File: src/rtl/time_keeper_param.sv
// time_keeper_param: BCD minutes, binary hours and day-of-week time keeper
// with a PRESCALE-cycle step prescaler, validated load, carry-free set-mode
// adjust, and one-cycle Min_Tick / Day_Roll / Ld_Err pulses.
// Optional macro TKP_SECONDS_EN adds a 0..59 seconds register between the
// step and the minute advance. Without it, Sec_O is tied to 0.
module time_keeper_param #(
  parameter int unsigned PRESCALE = 1,
  parameter int unsigned DAYS     = 7
) (
  input  logic        Clk,
  input  logic        Clr,
  input  logic        EN_CT,
  input  logic        LD_CT,
  input  logic [14:0] CTI,
  input  logic        Inc_Min,
  input  logic        Inc_Hr,
  output logic [14:0] CTO,
  output logic [5:0]  Sec_O,
  output logic        Min_Tick,
  output logic        Day_Roll,
  output logic        Ld_Err
);

  localparam int unsigned PW   = (PRESCALE > 1) ? $clog2(PRESCALE) : 1;
  localparam logic [PW-1:0] PMAX = PW'(PRESCALE - 1);
  localparam logic [2:0]    DMAX = 3'(DAYS - 1);

  logic [3:0]    ones_q, ones_d;
  logic [2:0]    tens_q, tens_d;
  logic [4:0]    hrs_q, hrs_d;
  logic [2:0]    day_q, day_d;
  logic [PW-1:0] presc_q, presc_d;
  logic          min_tick_q, min_tick_d;
  logic          day_roll_q, day_roll_d;
  logic          ld_err_q, ld_err_d;
  logic          cti_ok;
  logic          wrap;
  logic          step;
  logic          adv_min;

`ifdef TKP_SECONDS_EN
  logic [5:0]    sec_q, sec_d;
`endif

  assign cti_ok = (CTI[3:0] <= 4'd9) && (CTI[6:4] <= 3'd5) &&
                  (CTI[11:7] <= 5'd23) && ({1'b0, CTI[14:12]} < 4'(DAYS));

  // Next-state: reset handled in the register; load > adjust > counting here.
  // An adjust cycle still advances the prescaler, but its step is dropped.
  always_comb begin
    ones_d     = ones_q;
    tens_d     = tens_q;
    hrs_d      = hrs_q;
    day_d      = day_q;
    presc_d    = presc_q;
    min_tick_d = 1'b0;
    day_roll_d = 1'b0;
    ld_err_d   = 1'b0;
    adv_min    = 1'b0;
`ifdef TKP_SECONDS_EN
    sec_d      = sec_q;
`endif
    wrap = (presc_q == PMAX);
    step = EN_CT && wrap;

    if (LD_CT) begin
      if (cti_ok) begin
        ones_d  = CTI[3:0];
        tens_d  = CTI[6:4];
        hrs_d   = CTI[11:7];
        day_d   = CTI[14:12];
        presc_d = '0;
`ifdef TKP_SECONDS_EN
        sec_d   = '0;
`endif
      end else begin
        ld_err_d = 1'b1;
      end
    end else begin
      if (EN_CT) begin
        presc_d = wrap ? '0 : presc_q + 1'b1;
      end

      if (Inc_Min || Inc_Hr) begin
        if (Inc_Min) begin
          if (ones_q == 4'd9) begin
            ones_d = '0;
            tens_d = (tens_q == 3'd5) ? '0 : tens_q + 1'b1;
          end else begin
            ones_d = ones_q + 1'b1;
          end
        end
        if (Inc_Hr) begin
          hrs_d = (hrs_q == 5'd23) ? '0 : hrs_q + 1'b1;
        end
      end else if (step) begin
`ifdef TKP_SECONDS_EN
        if (sec_q == 6'd59) begin
          sec_d   = '0;
          adv_min = 1'b1;
        end else begin
          sec_d   = sec_q + 1'b1;
        end
`else
        adv_min = 1'b1;
`endif
        if (adv_min) begin
          min_tick_d = 1'b1;
          if (ones_q == 4'd9) begin
            ones_d = '0;
            if (tens_q == 3'd5) begin
              tens_d = '0;
              if (hrs_q == 5'd23) begin
                hrs_d      = '0;
                day_roll_d = 1'b1;
                day_d      = (day_q == DMAX) ? '0 : day_q + 1'b1;
              end else begin
                hrs_d = hrs_q + 1'b1;
              end
            end else begin
              tens_d = tens_q + 1'b1;
            end
          end else begin
            ones_d = ones_q + 1'b1;
          end
        end
      end
    end
  end

  // State register with synchronous clear overriding everything.
  always_ff @(posedge Clk) begin
    if (Clr) begin
      ones_q     <= '0;
      tens_q     <= '0;
      hrs_q      <= '0;
      day_q      <= '0;
      presc_q    <= '0;
      min_tick_q <= 1'b0;
      day_roll_q <= 1'b0;
      ld_err_q   <= 1'b0;
    end else begin
      ones_q     <= ones_d;
      tens_q     <= tens_d;
      hrs_q      <= hrs_d;
      day_q      <= day_d;
      presc_q    <= presc_d;
      min_tick_q <= min_tick_d;
      day_roll_q <= day_roll_d;
      ld_err_q   <= ld_err_d;
    end
  end

`ifdef TKP_SECONDS_EN
  // Seconds register, cleared with the rest of the time value.
  always_ff @(posedge Clk) begin
    if (Clr) begin
      sec_q <= '0;
    end else begin
      sec_q <= sec_d;
    end
  end

  assign Sec_O = sec_q;
`else
  assign Sec_O = '0;
`endif

  assign CTO      = {day_q, hrs_q, tens_q, ones_q};
  assign Min_Tick = min_tick_q;
  assign Day_Roll = day_roll_q;
  assign Ld_Err   = ld_err_q;

endmodule

File: config.mk
export PLATFORM = sky130hd
export DESIGN_NAME = time_keeper_param
export DESIGN_NICKNAME = d
export VERILOG_FILES = /design/src/rtl/time_keeper_param.sv
export SDC_FILE = /design/constraint.sdc
export NUM_CORES = 1
export LEC_CHECK = 0
export BUFFER_PORTS_ARGS = -buffer_cell sky130_fd_sc_hd__buf_2
export CORE_ASPECT_RATIO = 1.25
export CORE_MARGIN = 4
export CORE_UTILIZATION = 53
export DETAILED_ROUTE_END_ITERATION = 10
export GPL_TIMING_DRIVEN = 0
export PLACE_DENSITY = 0.84
export REMOVE_ABC_BUFFERS = 1
export SLEW_MARGIN = 0
export SYNTH_ARGS = -nofsm -noshare
export SYNTH_HDL_FRONTEND = slang
export SYNTH_SLANG_ARGS = --single-unit
File: constraint.sdc
create_clock -name Clk -period 2.7 [get_ports Clk]
set_clock_uncertainty 0.05 [all_clocks]
set_input_delay 0 -clock Clk [delete_from_list [all_inputs] [get_ports Clk]]
set_output_delay 0 -clock Clk [all_outputs]
set_load 0.01 [all_outputs]
# --- Yosys cells after proc, flatten, opt, wreduce, memory -nomap -nowiden ---
# Index checks and enable logic that the tools add are counted.
word_totals:
  regBits: 19
  out_inout_bits: 24
  wordCells: 86
classes:
  addsub: 5
  n_lt_le_gt_ge: 4
  n_eq_ne: 8
  mux: 36
  bitwise: 5
  reduce_logical: 20
op_table:
  columns: ["cell", "count"]
  rows:
  - ["two-way mux 3 bit", 15]
  - ["two-way mux 5 bit", 8]
  - ["two-way mux 4 bit", 6]
  - ["nonzero test 2 bit", 5]
  - ["nonzero test 3 bit", 3]
  - ["two-way mux 1 bit", 7]
  - ["adder 3 x 1 -> 3 bit, second input constant", 2]
  - ["== test 3 bit, second input constant", 2]
  - ["inequality test 3 bit, second input constant", 2]
  - ["AND reduction 6 bit", 1]
  - ["OR reduction 6 bit", 1]
  - ["adder 5 x 1 -> 5 bit, second input constant", 1]
  - ["== test 5 bit, second input constant", 1]
  - ["less-or-equal comparator 5 bit, second input constant", 1]
  - ["NOT 1 bit", 5]
  - ["AND reduction 5 bit", 1]
  - ["adder 4 x 1 -> 4 bit, second input constant", 1]
  - ["== test 4 bit, second input constant", 1]
  - ["less-or-equal comparator 4 bit, second input constant", 1]
  - ["logical AND 1 bit", 4]
  - ["less-or-equal comparator 3 bit, second input constant", 1]
  - ["< comparator 3 bit, second input constant", 1]
  - ["AND reduction 3 bit", 1]
  - ["OR reduction 3 bit", 1]
  - ["other kinds (6)", 6]

# --- Logic depth before layout (Yosys ltp) ---
depth:
  depth_word: 8
  ltp_mapped: 6

# --- Worst setup path before layout ---
# Ideal clock, no wire load.
synth_path:
  path_kind: "register to register"
  from: "register hrs_q[0]"
  to: "register day_q[1]"
  setup_ns: 0.070
  arrival_ns: 1.660
  t_required_ns: 2.580
  slack_ns: 0.920
  path_stages_with_launch: 6
  path_buffers: 0
  period_less_slack_ns: 1.780
  cell_sequence: "dfxtp_1 -> ha_1 -> and4b_4 -> a41oi_4 -> or4_1 -> a21oi_1"
synth_between:
  elab_chain_cells: 3
synth_rtl:
  columns: ["element", "line", "rtl"]
  rows:
  - ["start: declaration", "30", "logic [4:0] hrs_q, hrs_d;"]
  - ["start signal: assignment", "145", "hrs_q <= hrs_d;"]
  - ["== test 5 bit", "113", "if (hrs_q == 5'd23) begin"]
  - ["nonzero test 2 bit (no line)", null, null]
  - ["AND reduction 6 bit (no line)", null, null]
  - ["end signal: assignment", "146", "day_q <= day_d;"]
  - ["end: declaration", "31", "logic [2:0] day_q, day_d;"]
# No other way between the ends.
# A chain may end at the register's enable or synchronous reset.

# --- Worst setup path in the final report ---
layout_path:
  from: "input port CTI[6]"
  to: "register day_q[1]"
layout_between:
  elab_chain_cells: 6
layout_rtl:
  columns: ["element", "line", "rtl"]
  rows:
  - ["start: declaration", "14", "input logic [14:0] CTI,"]
  - ["less-or-equal comparator 3 bit", "45", "assign cti_ok = (CTI[3:0] <= 4'd9) && (CTI[6:4] <= 3'd5) &&"]
  - ["logical AND 1 bit (2 in series)", "45", null]
  - ["logical AND 1 bit", "46", "(CTI[11:7] <= 5'd23) && ({1'b0, CTI[14:12]} < 4'(DAYS));"]
  - ["inequality test 2 x 1 -> 1 bit (no line)", null, null]
  - ["AND reduction 6 bit (no line)", null, null]
# No other way between the ends.

==> impl_metrics.py <==
metrics = {
    "critical_path": {
        "arrival_ns": 2.09,
        "end_kind": "flip-flop",
        "path_class": "in2reg",
        "startpoint_type": "input pin",
        "cp.required_ns": 2.89,
        "crit_fanout": 16,
        "reg2reg_setup_slack_ns": 0.82,
    },
    "detailed_routing": {
        "dr.pass1.iters": 4,
        "ant_nets": 0,
        "drcViolationCount": 0,
        "vias_per_cell": 5.893,
        "post_drt_wl_per_cell_um": 14.37,
        "wl_mm": 3.076,
        "vias": 1261,
        "drtIter0Drc": 38,
    },
    "cts": {
        "tritoncts": "built",
        "clk_pin_slew_ns": 0.10,
        "cts_sinks": 18,
        "cts_made_buffers": 3,
        "cts_root_buf": "clkbuf_4",
        "post-cts-setup-buffers": 0,
        "clkLatencyLatePin_ns": 0.29,
        "cts_resized": 0,
        "htree_levels": 1,
        "ctsLongestPathBuffers": 2,
        "hold_buffers": 7,
    },
    "global_route": {
        "antenna_found_initial": 0,
        "overflow": 0,
        "grt_pass1_vias": 1206,
        "grt.total_usage_pct": 19.64,
        "grt_pass1_wl_mm": 5.133,
        "grt_max_degree": 31,
    },
    "job": {
        "maxCapViolCount": 0,
    },
    "synthesis": {
        "yosysTopAreaCell": "dfxtp_1",
        "ys_types": 54,
        "async_flop_share_pct": 0,
        "syn_inst": 142,
        "avgSynthCellArea_um2": 8.838,
        "syn-cell-area_mm2": 0.001255,
        "ys.flop_type": "dfxtp_1",
        "synth-edff-count": 0,
        "synth_top_area_share_pct": 28.71,
        "ys_seq_elements": 18,
        "yosysSeqAreaShare_pct": 28.71,
        "yosysWarnings": 0,
        "synth_area_leaders": "dfxtp_1, a21oi_1, o211ai_1, nand2_1, buf_4",
    },
    "cells_and_area": {
        "area.growth.synth_to_final_pct": 19.64,
        "nets": 206,
        "final_area_mm2": 0.001501,
        "diodes": 0,
        "drive_above_1_share_pct": 28.96,
    },
    "floorplan": {
        "core_area_mm2": 0.002235,
        "start_util_pct": 56.16,
        "ios": 45,
        "fp.dieW_um": 51.53,
        "die_y_um": 62.41,
        "die_area_mm2": 0.003215,
        "rows": 19,
    },
    "hold_path": {
        "hold_path_class": "in2reg",
    },
    "sta": {
        "setup_viol": 0,
        "hold_viol_final": 0,
        "period_needed_ns": 1.906,
        "period_share_pct": 70.60,
        "grt_setup_unrepaired": "no",
        "maxSlewViolCount": 0,
        "worst_pin_slew_ns": 0.6623,
        "relSlewSlack_pct": 55.84,
        "timing.fmax_mhz": 524.6,
        "setup_tns_ns": 0,
    },
    "power": {
        "ir_worst_vdd_uv": 366.0,
        "p_leak_nw": 0.6230,
        "powerDensity_mw_per_mm2": 426.5,
    },
    "place": {
        "port_buffers": 38,
        "post_dp_cell_area_mm2": 0.001395,
        "gp_congestion": 0.8285,
        "hpwl_mm": 2.254,
    },
    "outcome": {
        "status": "complete, no violations",
    },
}
[critical path, stage by stage]
cell and delay [ns]:
dlygate4sd3_1 0.55, buf_2 0.14, a22oi_1 0.34, o221ai_2 0.34, or4_1 0.60, a21oi_1 0.13
[cell usage after synthesis (2+ instances only)]
master / instances
buf_4: 6
a22oi_1: 2
inv_1: 5
o21ai_0: 6
o31ai_1: 3
mux2i_1: 3
buf_6: 2
nand2b_1: 3
nand3_1: 4
nor2b_1: 3
a21oi_1: 12
o41ai_1: 4
o32ai_1: 3
clkbuf_1: 2
clkbuf_8: 2
nor2_1: 5
a211o_1: 2
nand2_1: 14
dfxtp_1: 18
o211ai_1: 8
or3_1: 2
[flip-flops by register name (all words and copies together) (netlist names)]
name      flops
hrs_q         5
ones_q        4
day_q         3
tens_q        3
Day_Roll      1
Ld_Err        1
Min_Tick      1
[placed cells by master, fill, tap and decap left out, types with 2 or more instances in the layout]
cell type and n:
or3_1 2, nand3_1 4, nor2b_1 3, o31ai_1 3, inv_1 5, a22oi_1 2, clkbuf_4 3, conb_1 6
buf_2 38, mux2i_1 3, o41ai_1 4, o21ai_0 6, nand2_1 14, dlygate4sd3_1 7, a211o_1 2, a21oi_1 12
nand2b_1 3, o211ai_1 8, dfxtp_1 18, nor2_1 5, o32ai_1 3
[metrics by stage]
| step | cells | power [mW] | util (%) | hold WS, ns | setup WS, ns |
|---|---|---|---|---|---|
| after CTS | 214 | 0.6438 | 67.19 | 0.002558 | 0.8329 |
| after global placement | 203 | 0.4656 | 62.43 | 0.2333 | 0.8490 |
| after floorplan | 134 | 0.4052 | - | 0.01907 | 0.9200 |
| final | 214 | 0.6403 | 67.19 | 0.002411 | 0.7939 |
| after detailed placement | 203 | 0.4726 | 62.43 | 0.2236 | 0.7882 |
| after global routing | 214 | 0.6834 | 67.19 | 0.02012 | 0.7396 |
[layout make-up]
type	count	area, um2
Fill cell	206	733.2
Inverter	5	18.77
Timing Repair Buffer	45	260.3
Tap cell	31	38.79
Sequential cell	18	360.3
Multi-Input combinational cell	111	787.0
Clock buffer	4	36.28
[routing by layer]
layer | track usage, % | share of wire [%] | vias to the layer above
li1 | - | - | 617
met1 | 23.17 | 41 | 589
met2 | 35.19 | 52 | 51
met3 | 2.148 | 5.4 | 4
met4 | 7.213 | 1.3 | 0
met5 | 0 | 0 | -
[kinds of logic (layout without fill, tap and decap cells)]
logic type	after synthesis	in the layout	synth area share, %
muxes	3	3	2.393
adders and majority gates	1	1	0.9968
xor gates and xnor gates	2	2	1.396
AOI/OAI and AO/OA	54	54	33.30
DFF	18	18	28.71
buffers and inverters	18	54	10.07
other	1	6	0.2988
and+or+nand+nor	45	45	22.83
[power by group]
group | leakage (nW) | switching [mW] | internal (mW) | total (mW)
clock network | 0.0210 | 0.0835 | 0.0823 | 0.166
logic | 0.455 | 0.0916 | 0.0751 | 0.167
registers | 0.147 | 0.0239 | 0.284 | 0.308
total | 0.623 | 0.199 | 0.441 | 0.640
[path summary, 6_finish.rpt]
check,startpoint,to,cells past startpoint
max,CTI[6],day_q[1],6
min,CTI[7],hrs_q[0],3
max reg2reg,hrs_q[0],day_q[1],5
min reg2reg,tens_q[2],tens_q[2],2
Power figures use the tool's default switching activity.
